`src/rtl/dm_pkg.sv`:
```
// dm_pkg: shared widths, constants and entry type for the data-memory store buffer
package dm_pkg;
    localparam int WORD_W  = 32;
    localparam int BE_W    = 4;
    localparam int WADDR_W = 30;
    localparam logic [BE_W-1:0] BE_FULL = 4'hF;
    typedef struct packed {
        logic [WADDR_W-1:0] waddr;
        logic [WORD_W-1:0]  data;
        logic [BE_W-1:0]    be;
        logic [WORD_W-1:0]  pc;
    } sb_entry_t;
endpackage

```
`src/rtl/sb_match.sv`:
```
// sb_match: age-priority comparator picking the youngest valid entry whose word address matches
// Ports: waddr_i (per-entry word addresses), valid_i (valid mask), rd_ptr_i (oldest slot),
//        ld_waddr_i (load word address) -> match_o, idx_o (youngest matching slot)
module sb_match
    import dm_pkg::*;
#(
    parameter  int DEPTH = 4,
    localparam int PTR_W = $clog2(DEPTH)
) (
    input  logic [WADDR_W-1:0] waddr_i [DEPTH],
    input  logic [DEPTH-1:0]   valid_i,
    input  logic [PTR_W-1:0]   rd_ptr_i,
    input  logic [WADDR_W-1:0] ld_waddr_i,
    output logic               match_o,
    output logic [PTR_W-1:0]   idx_o
);
    logic [PTR_W-1:0] age, best;
    // age is distance from the oldest slot; wraps for free since DEPTH is a power of two
    always_comb begin
        match_o = 1'b0;
        idx_o   = '0;
        best    = '0;
        age     = '0;
        for (int i = 0; i < DEPTH; i++) begin
            age = PTR_W'(i) - rd_ptr_i;
            if (valid_i[i] && waddr_i[i] == ld_waddr_i && (!match_o || age >= best)) begin
                match_o = 1'b1;
                idx_o   = PTR_W'(i);
                best    = age;
            end
        end
    end
endmodule

```
`src/rtl/dm_store_buffer.sv`:
```
// dm_store_buffer: posted-write FIFO to data memory with full-word store-to-load forwarding
// Ports: st_* store push (st_ready back-pressure), ld_* combinational load lookup
//        (ld_hit/ld_data forward, ld_stall on partial alias), dm_* head write to DM.
// Build option: STORE_BUF_TRACE_EN prints one trace line per retired store.
module dm_store_buffer
    import dm_pkg::*;
#(
    parameter int DEPTH = 4
) (
    input  logic              clk,
    input  logic              reset,
    input  logic              st_valid,
    input  logic [WORD_W-1:0] st_addr,
    input  logic [WORD_W-1:0] st_data,
    input  logic [BE_W-1:0]   st_be,
    input  logic [WORD_W-1:0] st_pc,
    output logic              st_ready,
    input  logic              ld_valid,
    input  logic [WORD_W-1:0] ld_addr,
    output logic              ld_hit,
    output logic [WORD_W-1:0] ld_data,
    output logic              ld_stall,
    output logic              dm_we,
    output logic [WORD_W-1:0] dm_addr,
    output logic [WORD_W-1:0] dm_data,
    output logic [BE_W-1:0]   dm_be,
    output logic [WORD_W-1:0] dm_pc,
    input  logic              dm_ready
);
    localparam int PTR_W = $clog2(DEPTH);
    localparam logic [PTR_W:0] FULL = (PTR_W+1)'(DEPTH);
    localparam logic [PTR_W:0] ONE  = (PTR_W+1)'(1);
    sb_entry_t          mem_q [DEPTH];
    sb_entry_t          head, hit_e;
    logic [PTR_W-1:0]   rd_ptr_q, rd_ptr_d, wr_ptr_q, wr_ptr_d, hit_idx;
    logic [PTR_W:0]     count_q, count_d;
    logic [DEPTH-1:0]   valid;
    logic [WADDR_W-1:0] waddrs [DEPTH];
    logic               push, pop, match, unused_ok;
    assign unused_ok = ^{st_addr[1:0], ld_addr[1:0]};
    assign head      = mem_q[rd_ptr_q];
    assign hit_e     = mem_q[hit_idx];
    // outputs are forced to their idle values while reset is held
    assign st_ready  = reset || count_q != FULL;
    assign dm_we     = !reset && count_q != '0;
    assign push      = !reset && st_valid && count_q != FULL;
    assign pop       = dm_we && dm_ready;
    assign dm_addr   = {head.waddr, 2'b00};
    assign dm_data   = head.data;
    assign dm_be     = head.be;
    assign dm_pc     = head.pc;
    assign ld_hit    = !reset && ld_valid && match && hit_e.be == BE_FULL;
    assign ld_stall  = !reset && ld_valid && match && hit_e.be != BE_FULL;
    assign ld_data   = ld_hit ? hit_e.data : '0;
    // an entry is live if its distance from the head is below count
    always_comb begin
        for (int i = 0; i < DEPTH; i++) begin
            valid[i]  = {1'b0, PTR_W'(i) - rd_ptr_q} < count_q;
            waddrs[i] = mem_q[i].waddr;
        end
        rd_ptr_d = pop ? rd_ptr_q + PTR_W'(1) : rd_ptr_q;
        wr_ptr_d = push ? wr_ptr_q + PTR_W'(1) : wr_ptr_q;
        count_d  = (push && !pop) ? count_q + ONE : (!push && pop) ? count_q - ONE : count_q;
    end
    sb_match #(.DEPTH(DEPTH)) u_match (
        .waddr_i    (waddrs),
        .valid_i    (valid),
        .rd_ptr_i   (rd_ptr_q),
        .ld_waddr_i (ld_addr[31:2]),
        .match_o    (match),
        .idx_o      (hit_idx)
    );
    always_ff @(posedge clk) begin
        if (reset) begin
            rd_ptr_q <= '0;
            wr_ptr_q <= '0;
            count_q  <= '0;
        end else begin
            rd_ptr_q <= rd_ptr_d;
            wr_ptr_q <= wr_ptr_d;
            count_q  <= count_d;
        end
    end
    always_ff @(posedge clk) begin
        if (push) mem_q[wr_ptr_q] <= '{waddr: st_addr[31:2], data: st_data, be: st_be, pc: st_pc};
    end
`ifdef STORE_BUF_TRACE_EN
    always_ff @(posedge clk) begin
        if (!reset && pop) $display("@%h: *%h <= %h", dm_pc, dm_addr, dm_data);
    end
`else
`endif
endmodule

```
`config.mk`:
```
export PLATFORM = sky130hd
export DESIGN_NAME = dm_store_buffer
export DESIGN_NICKNAME = d
export VERILOG_FILES = /design/src/rtl/dm_pkg.sv /design/src/rtl/sb_match.sv /design/src/rtl/dm_store_buffer.sv
export SDC_FILE = /design/constraint.sdc
export NUM_CORES = 1
export LEC_CHECK = 0
export ABC_AREA = 0
export BUFFER_PORTS_ARGS = -buffer_cell sky130_fd_sc_hd__buf_2
export CAP_MARGIN = 20
export CELL_PAD_IN_SITES_DETAIL_PLACEMENT = 0
export CELL_PAD_IN_SITES_GLOBAL_PLACEMENT = 1
export CORE_ASPECT_RATIO = 0.75
export CORE_MARGIN = 2
export CORE_UTILIZATION = 48
export DETAILED_ROUTE_END_ITERATION = 16
export PLACE_DENSITY_LB_ADDON = 0.1
export SETUP_SLACK_MARGIN = 0.02
export SLEW_MARGIN = 30
export SYNTH_ARGS = -nofsm -noshare
export SYNTH_HDL_FRONTEND = slang
export SYNTH_SLANG_ARGS = --single-unit
```
`constraint.sdc`:
```
create_clock -name clk -period 6.25 [get_ports clk]
set_input_delay 0.625 -clock clk [delete_from_list [all_inputs] [get_ports clk]]
set_output_delay 0.625 -clock clk [all_outputs]
set_load 0.03 [all_outputs]
```
* Yosys cells after proc, flatten, opt, wreduce, memory -nomap -nowiden
Memories as Yosys holds them, arrays and structs flattened. A register that Yosys moved wholly into a read port is not among the register bits.
Index checks and enable logic that the tools add are counted.
** Storage, ports and cells
- Bits in registers :: 7
- Bits in writable memories :: 392
- Input bits :: 137
- Output and inout port bits :: 136
- Logic and storage cells :: 72
- Memories kept :: 1
** Memories
- mem_q :: depth 4, bits a word 98, read ports 6, clocked after memory_dff 1, wr ports 1, RTL line dm_store_buffer.sv:33 : sb_entry_t mem_q [DEPTH];
** Operators by class
- Add/subtract/negate cells :: 8
- Order comparisons :: 7
- Eq/ne operators :: 7
- Multiplexer cells :: 17
- Reduce and logical (&&, ||, !) cells :: 29
** Operator list (count)
- $eq A30 B30 Y1 :: 4
- $mux W32 :: 1
- $logic_and A1 B1 Y1 :: 17
- $mux W2 :: 7
- $lt A2 B3 Y1 :: 4
- $mux W1 :: 7
- $ge A2 B2 Y1 :: 3
- $logic_not A1 Y1 :: 6
- $mux W3 :: 2
- $add A2 B1 Y2 const B :: 2
- $eq A4 B4 Y1 const B :: 1
- $logic_or A1 B1 Y1 :: 4
- $ne A4 B4 Y1 const B :: 1
- $sub A1 B2 Y2 const A :: 2
- $sub A2 B2 Y2 const A :: 2
- $add A3 B1 Y3 const B :: 1
- $ne A3 B3 Y1 const B :: 1
- $reduce_bool A3 Y1 :: 1
- $sub A3 B1 Y3 const B :: 1
- $reduce_bool A2 Y1 :: 1

* Longest topological paths before layout
An unclocked memory read counts as a cell.
- Depth after elaboration :: 20
- Mapped depth :: 26
- Mapped depth without buffers :: 23

* Cells and area by module
From an unflattened synthesis, not the netlist that was laid out.
** Unflattened totals
- Cells, all modules :: 907
- Area total of the unflattened synthesis :: 17536.8 um^2
** Modules (own cells, without submodules)
- dm_store_buffer :: instances 1, cells an instance 712, area each 15981.6 um^2, sequential area each 11951.5 um^2
- sb_match :: instances 1, cells an instance 195, area each 1555.2 um^2, sequential area each 0.0 um^2

* Least setup slack after synthesis
OpenSTA, ideal clock, no wires.
- Kind :: input-to-output
- From :: input ld_addr[26]
- To :: output ld_data[21]
- Data arrival time :: 5.428 ns
- Required time :: 5.625 ns
- Setup slack :: 0.197 ns
- Stages :: 23
- Buffers on the path :: 3
- Path through :: buf_2 -> xnor2_1 -> o21ai_0 -> a2111o_1 -> or4_4 -> a21oi_1 -> clkbuf_1 -> nand2_1 -> o21ai_0 -> ha_1 -> nand2b_1 -> a21o_1 -> o21ai_1 -> mux2_2 -> ha_1 -> nand2b_1 -> a21oi_1 -> o31ai_1 -> nand2_1 -> o211ai_1 -> a31oi_4 -> buf_6 -> o2111a_1
** Between the ends
- Cells in the longest elaborated chain, start to end :: 19
- Elaborated cells between the ends (all ways) :: 35
- Those cells by class :: order compare: 3; eq/ne: 5; mux: 11; reduce/logical: 15; memory: 1
** RTL lines
- start: declaration :: RTL line dm_store_buffer.sv:19 : input logic [WORD_W-1:0] ld_addr,
- $eq A30 B30 Y1 :: RTL line sb_match.sv:26 : if (valid_i[i] && waddr_i[i] == ld_waddr_i && (!match_o || age >= best)) begin
- $logic_and A1 B1 Y1 :: RTL line sb_match.sv:26
- $mux W2 / $mux W1 (equally long branches) :: RTL line sb_match.sv:26
- $ge A2 B2 Y1 / $logic_not A1 Y1 (equally long branches) :: RTL line sb_match.sv:26
- $logic_or A1 B1 Y1 :: RTL line sb_match.sv:26
- $logic_and A1 B1 Y1 :: RTL line sb_match.sv:26
- $mux W2 / $mux W1 (equally long branches) :: RTL line sb_match.sv:26
- $ge A2 B2 Y1 / $logic_not A1 Y1 (equally long branches) :: RTL line sb_match.sv:26
- [4 not listed]
- $logic_or A1 B1 Y1 :: RTL line sb_match.sv:26
- $logic_and A1 B1 Y1 :: RTL line sb_match.sv:26
- $mux W2 :: RTL line sb_match.sv:26
- $mem_v2 Z4 W98
- $eq A4 B4 Y1 :: RTL line dm_store_buffer.sv:52 : assign ld_hit = !reset && ld_valid && match && hit_e.be == BE_FULL;
- $logic_and A1 B1 Y1 (*) :: RTL line dm_store_buffer.sv:52
- via ld_hit :: RTL line dm_store_buffer.sv:20 : output logic ld_hit,
- $mux W32 (*) :: RTL line dm_store_buffer.sv:54 : assign ld_data = ld_hit ? hit_e.data : '0;
- end: declaration :: RTL line dm_store_buffer.sv:21 : output logic [WORD_W-1:0] ld_data,
Mark *: on every way through the listed nets, which the timed path passes. The rest lies on a longest branch.

* Final worst setup path
- From :: register rd_ptr_q[1]
- To :: output ld_data[23]
** Between the ends
- Cells in the longest elaborated chain, start to end :: 20
- Elaborated cells between the ends (all ways) :: 39
- Those cells by class :: add/sub: 4; order compare: 7; eq/ne: 1; mux: 11; reduce/logical: 15; memory: 1
** RTL lines
- start: declaration :: RTL line dm_store_buffer.sv:35 : logic [PTR_W-1:0] rd_ptr_q, rd_ptr_d, wr_ptr_q, wr_ptr_d, hit_idx;
- start signal: assignment :: RTL line dm_store_buffer.sv:79 : rd_ptr_q <= rd_ptr_d;
- $sub A1 B2 Y2 :: RTL line sb_match.sv:25, dm_store_buffer.sv:58
- $lt A2 B3 Y1 :: RTL line dm_store_buffer.sv:58 : valid[i] = {1'b0, PTR_W'(i) - rd_ptr_q} < count_q;
- $logic_and A1 B1 Y1 :: RTL line sb_match.sv:26
- $mux W2 / $mux W1 (equally long branches) :: RTL line sb_match.sv:26
- $ge A2 B2 Y1 / $logic_not A1 Y1 (equally long branches) :: RTL line sb_match.sv:26
- $logic_or A1 B1 Y1 :: RTL line sb_match.sv:26
- $logic_and A1 B1 Y1 :: RTL line sb_match.sv:26
- $mux W2 / $mux W1 (equally long branches) :: RTL line sb_match.sv:26
- [4 not listed]
- $ge A2 B2 Y1 / $logic_not A1 Y1 (equally long branches) :: RTL line sb_match.sv:26
- $logic_or A1 B1 Y1 :: RTL line sb_match.sv:26
- $logic_and A1 B1 Y1 :: RTL line sb_match.sv:26
- $mux W2 :: RTL line sb_match.sv:26
- $mem_v2 Z4 W98
- $eq A4 B4 Y1 :: RTL line dm_store_buffer.sv:52
- $logic_and A1 B1 Y1 :: RTL line dm_store_buffer.sv:52
- $mux W32 (*) :: RTL line dm_store_buffer.sv:54
Every way passes the cells marked *; elsewhere a longest branch is shown, timed or not.

==> out/metrics.cfg <==
[yosys]
synthCells=940
yosys.cell_types.count=45
synth_area_sq_um=17400
main_combinational_cell_family_by_area_after_synthesis=multiplexers
avg_synthesized_cell_area_sq_um=18.6
synth_simple_gate_area_frac=0.0435
synth_seq_cells=401
synth_async_sr_flop_share=0
synthAdderAreaFrac=0.0112
complex_gate_fraction_of_the_synthesized_area=0.0359
synthesis.yosys.warnings=0
synth_ff_type=edfxtp_1
synth.mux.area_fraction=0.146
seq_area_frac_synth=0.685
post_synth_xor_area_fraction=0.0623
count_of_flip_flops_with_a_built_in_enable_after_synthesis=392

[final_layout]
mostFrequentLayoutCells=edfxtp_1 (392), buf_2 (239), mux4_2 (98), xor2_1 (85), clkbuf_16 (41)
num-nets-final=1394
ff_latch_area_sq_um=12000
multi_input_area_sq_um=5400
layout-area-overhead-vs-synth_pct=22.1
layout-drive-gt1-share=0.405
layout.filler_cells=2706
mostFrequentLayoutCell=edfxtp_1

[route]
routed_wirelength_um=42800
drc=0
first_pass_iteration_count_of_the_detailed_router=5
wl_per_cell_um=24.6
drtAntennaViolNets=0
routed_via_density=5.63
drt_iter0_drc=820
routed-via-count=9806

[power_and_ir_drop]
leakagePower_nw=7.50
vdd_drop_max_v=0.000275
power.density_cell_area_nw_per_um2=346

[placed_design]
hpwlAfterDp_um=27900
place_congestion=0.796
port_buffers=266
dp_worst_setup_slack_ps=-49.7

[setup_path]
timing.reg2reg.setup_slack_ps=3280
startpoint_type=register
worst_r2r_path_depth=7
r2r-end=mem_q[3][48]$_DFFE_PP_
worst_setup_path_end_kind=primary output
critical_path.cell_chain=inv_4, ha_4, inv_2, a2111o_1, or4_4, a21oi_4, buf_4, a21oi_2, ha_1, a21o_1, o21ai_2, mux2_4, ha_4, nand2b_4, a21o_1, a22oi_2, o21ai_4, o211ai_1, buf_4, a31oi_4, buf_12, buf_12, o2111a_1, buf_6
critPathMaxStageDelay_ps=590
crit_type=reg -> out
critical-path-slowest-cell=or4_4
worst_ep_required_time_ps=5620
worst-endpoint-arrival_ps=5470
r2r_start=count_q[1]$_SDFFE_PP0P_
critical_path.max_fanout=6

[sta]
max_freq_ghz=0.164
post-route-min-period_ps=6090
timing.max_slew.rel_slack=0.358
report.final.slew_viol_count=0
period_share=0.975
clock_skew_ps=19.5
finalHoldViolCount=0
final.hold.worst_slack_ps=288
grt_setup_unrepaired=true
final_critical_path_setup_slack_ps=157
slew_of_the_pin_with_the_lowest_slew_margin_ps=963
report.final.setup_viol=0

[min_path]
type_of_the_most_critical_hold_path=in -> reg
whs_endpoint=mem_q[0][97]$_DFFE_PP_
hp-start=st_addr[31]
min_delay_path_depth=1

[global_route]
total_global_route_track_usage=0.227
maximum_number_of_pins_on_one_net_before_global_route_repair=81
grt_pass1_wl_um=63200
via_count_of_the_first_global_routing_pass=10211
grt_overflow_total=0
grt_antenna_before_repair=6

[clock_tree]
clock_tree.buffer_depth=3
htree_num_levels=2
cts.reportedPaths.clkPinSlew_ps=60
cts_inserted_buffers=40
clock_insertion_delay_worst_skew_ps=550
cts_tree=built
cts.sink_count=401
ctsRootBufferMaster=clkbuf_16
holdBufCountCts=0

[run]
max_cap_viol=0

[floorplanning]
floorplan.die_area_sq_um=37900
core_area_sq_um=35800
core.rowCount=60
initial_core_util=0.487
dieHeight_um=169
boundary_pins=273
floorplan.die.width_um=224

[run_status]
outcome=completed

## cells in the mapped netlist, drive strengths merged (3+ instances only)
library cell	count	area (sq um)
nand2b	3	18.8
xnor2	39	342
dfxtp	9	180
nor3	5	25.0
buf	25	139
and2	4	25.0
xor2	85	744
clkbuf	22	82.6
nand2	42	158
nand3	8	40.0
o21ai	7	38.8
or3	33	206
nand4	9	56.3
a21oi	9	45.0
edfxtp	392	11800
o2111a	32	360
and4	3	26.3
ha	14	175
inv	13	48.8
mux4	98	2210
o2111ai	3	26.3
mux2i	33	330
nor4	20	125
nor2	13	48.8
## registers in the layout, indices dropped and copies added (netlist names), named ones only
register / count
rd_ptr_q: 2
count_q: 3
wr_ptr_q: 2
mem_q: 392
## logic make-up after synthesis
family / count (synthesis)
DFF: 401
and+or+nand+nor: 144
muxes: 132
xor gates and xnor gates: 124
AOI/OAI and AO/OA: 63
buffers and inverters: 60
adders and majority gates: 15
other: 1
## critical path: cells and delay by family, from the launching register on
family                     cells  cell delay [ps]
buffers and inverters          7              830
muxes                          1              330
adders and majority gates      3              790
AOI/OAI and AO/OA             11             1900
and+or+nand+nor                2              730
DFF                            1              360
## metrics by stage
| stage | power (mW) | setup TNS [ps] | utilization | cell area, sq um | cells |
|---|---|---|---|---|---|
| after floorplan | 4.39 | 0 | - | 17400 | 941 |
| after global placement | 4.90 | 0 | 0.543 | 19400 | 1652 |
| after detailed placement | 4.91 | -763 | 0.544 | 19500 | 1653 |
| after CTS | 7.43 | 0 | 0.589 | 21100 | 1737 |
| after global routing | 7.64 | -461 | 0.594 | 21300 | 1739 |
| final | 7.36 | 0 | 0.595 | 21300 | 1743 |
## worst max path at each step
stage	endpoint	from	slack [ps]
global route	ld_data[23]	rd_ptr_q[1]$_SDFFE_PP0P_	-40
CTS	ld_data[28]	mem_q[0][73]$_DFFE_PP_	40
finish	ld_data[23]	rd_ptr_q[1]$_SDFFE_PP0P_	160
detailed placement	ld_data[3]	ld_addr[10]	-50
global placement	ld_data[3]	ld_addr[10]	20
floorplan	ld_data[21]	ld_addr[26]	200
## area by class of cell
type,instances,share of cell area
sequential,401,0.562
multi-input combinational,480,0.254
timing repair buffer,306,0.0897
clock buffer,47,0.0497
tap,465,0.0273
clock inverter,26,0.0146
inverter,13,0.00253
antenna,5,0.000588
## report_power, final
part           total, mW  switching, mW  leakage, nW  internal [mW]
Combinational       1.61           1.00         3.20          0.607
Clock               2.48           1.02        0.668           1.47
Sequential          3.27          0.129         3.63           3.14
## layer usage
layer	routed length, um	GRT usage	part of all wire	up-vias
li1	-	-	-	4423
met1	18700	0.317	0.44	5039
met2	20300	0.363	0.48	281
met3	3010	0.0543	0.070	59
met4	744	0.0562	0.017	4
met5	27	0	0.00063	-
## repair_timing
item | in CTS | in global routing
pin swaps | 11 | 18
endpoints found under the setup margin | 34 | 34
cloned | 1 | 1
buffers inserted | 10 | 2
resized for setup | 42 | 65
Note: power is estimated with default switching activity, not from simulation.
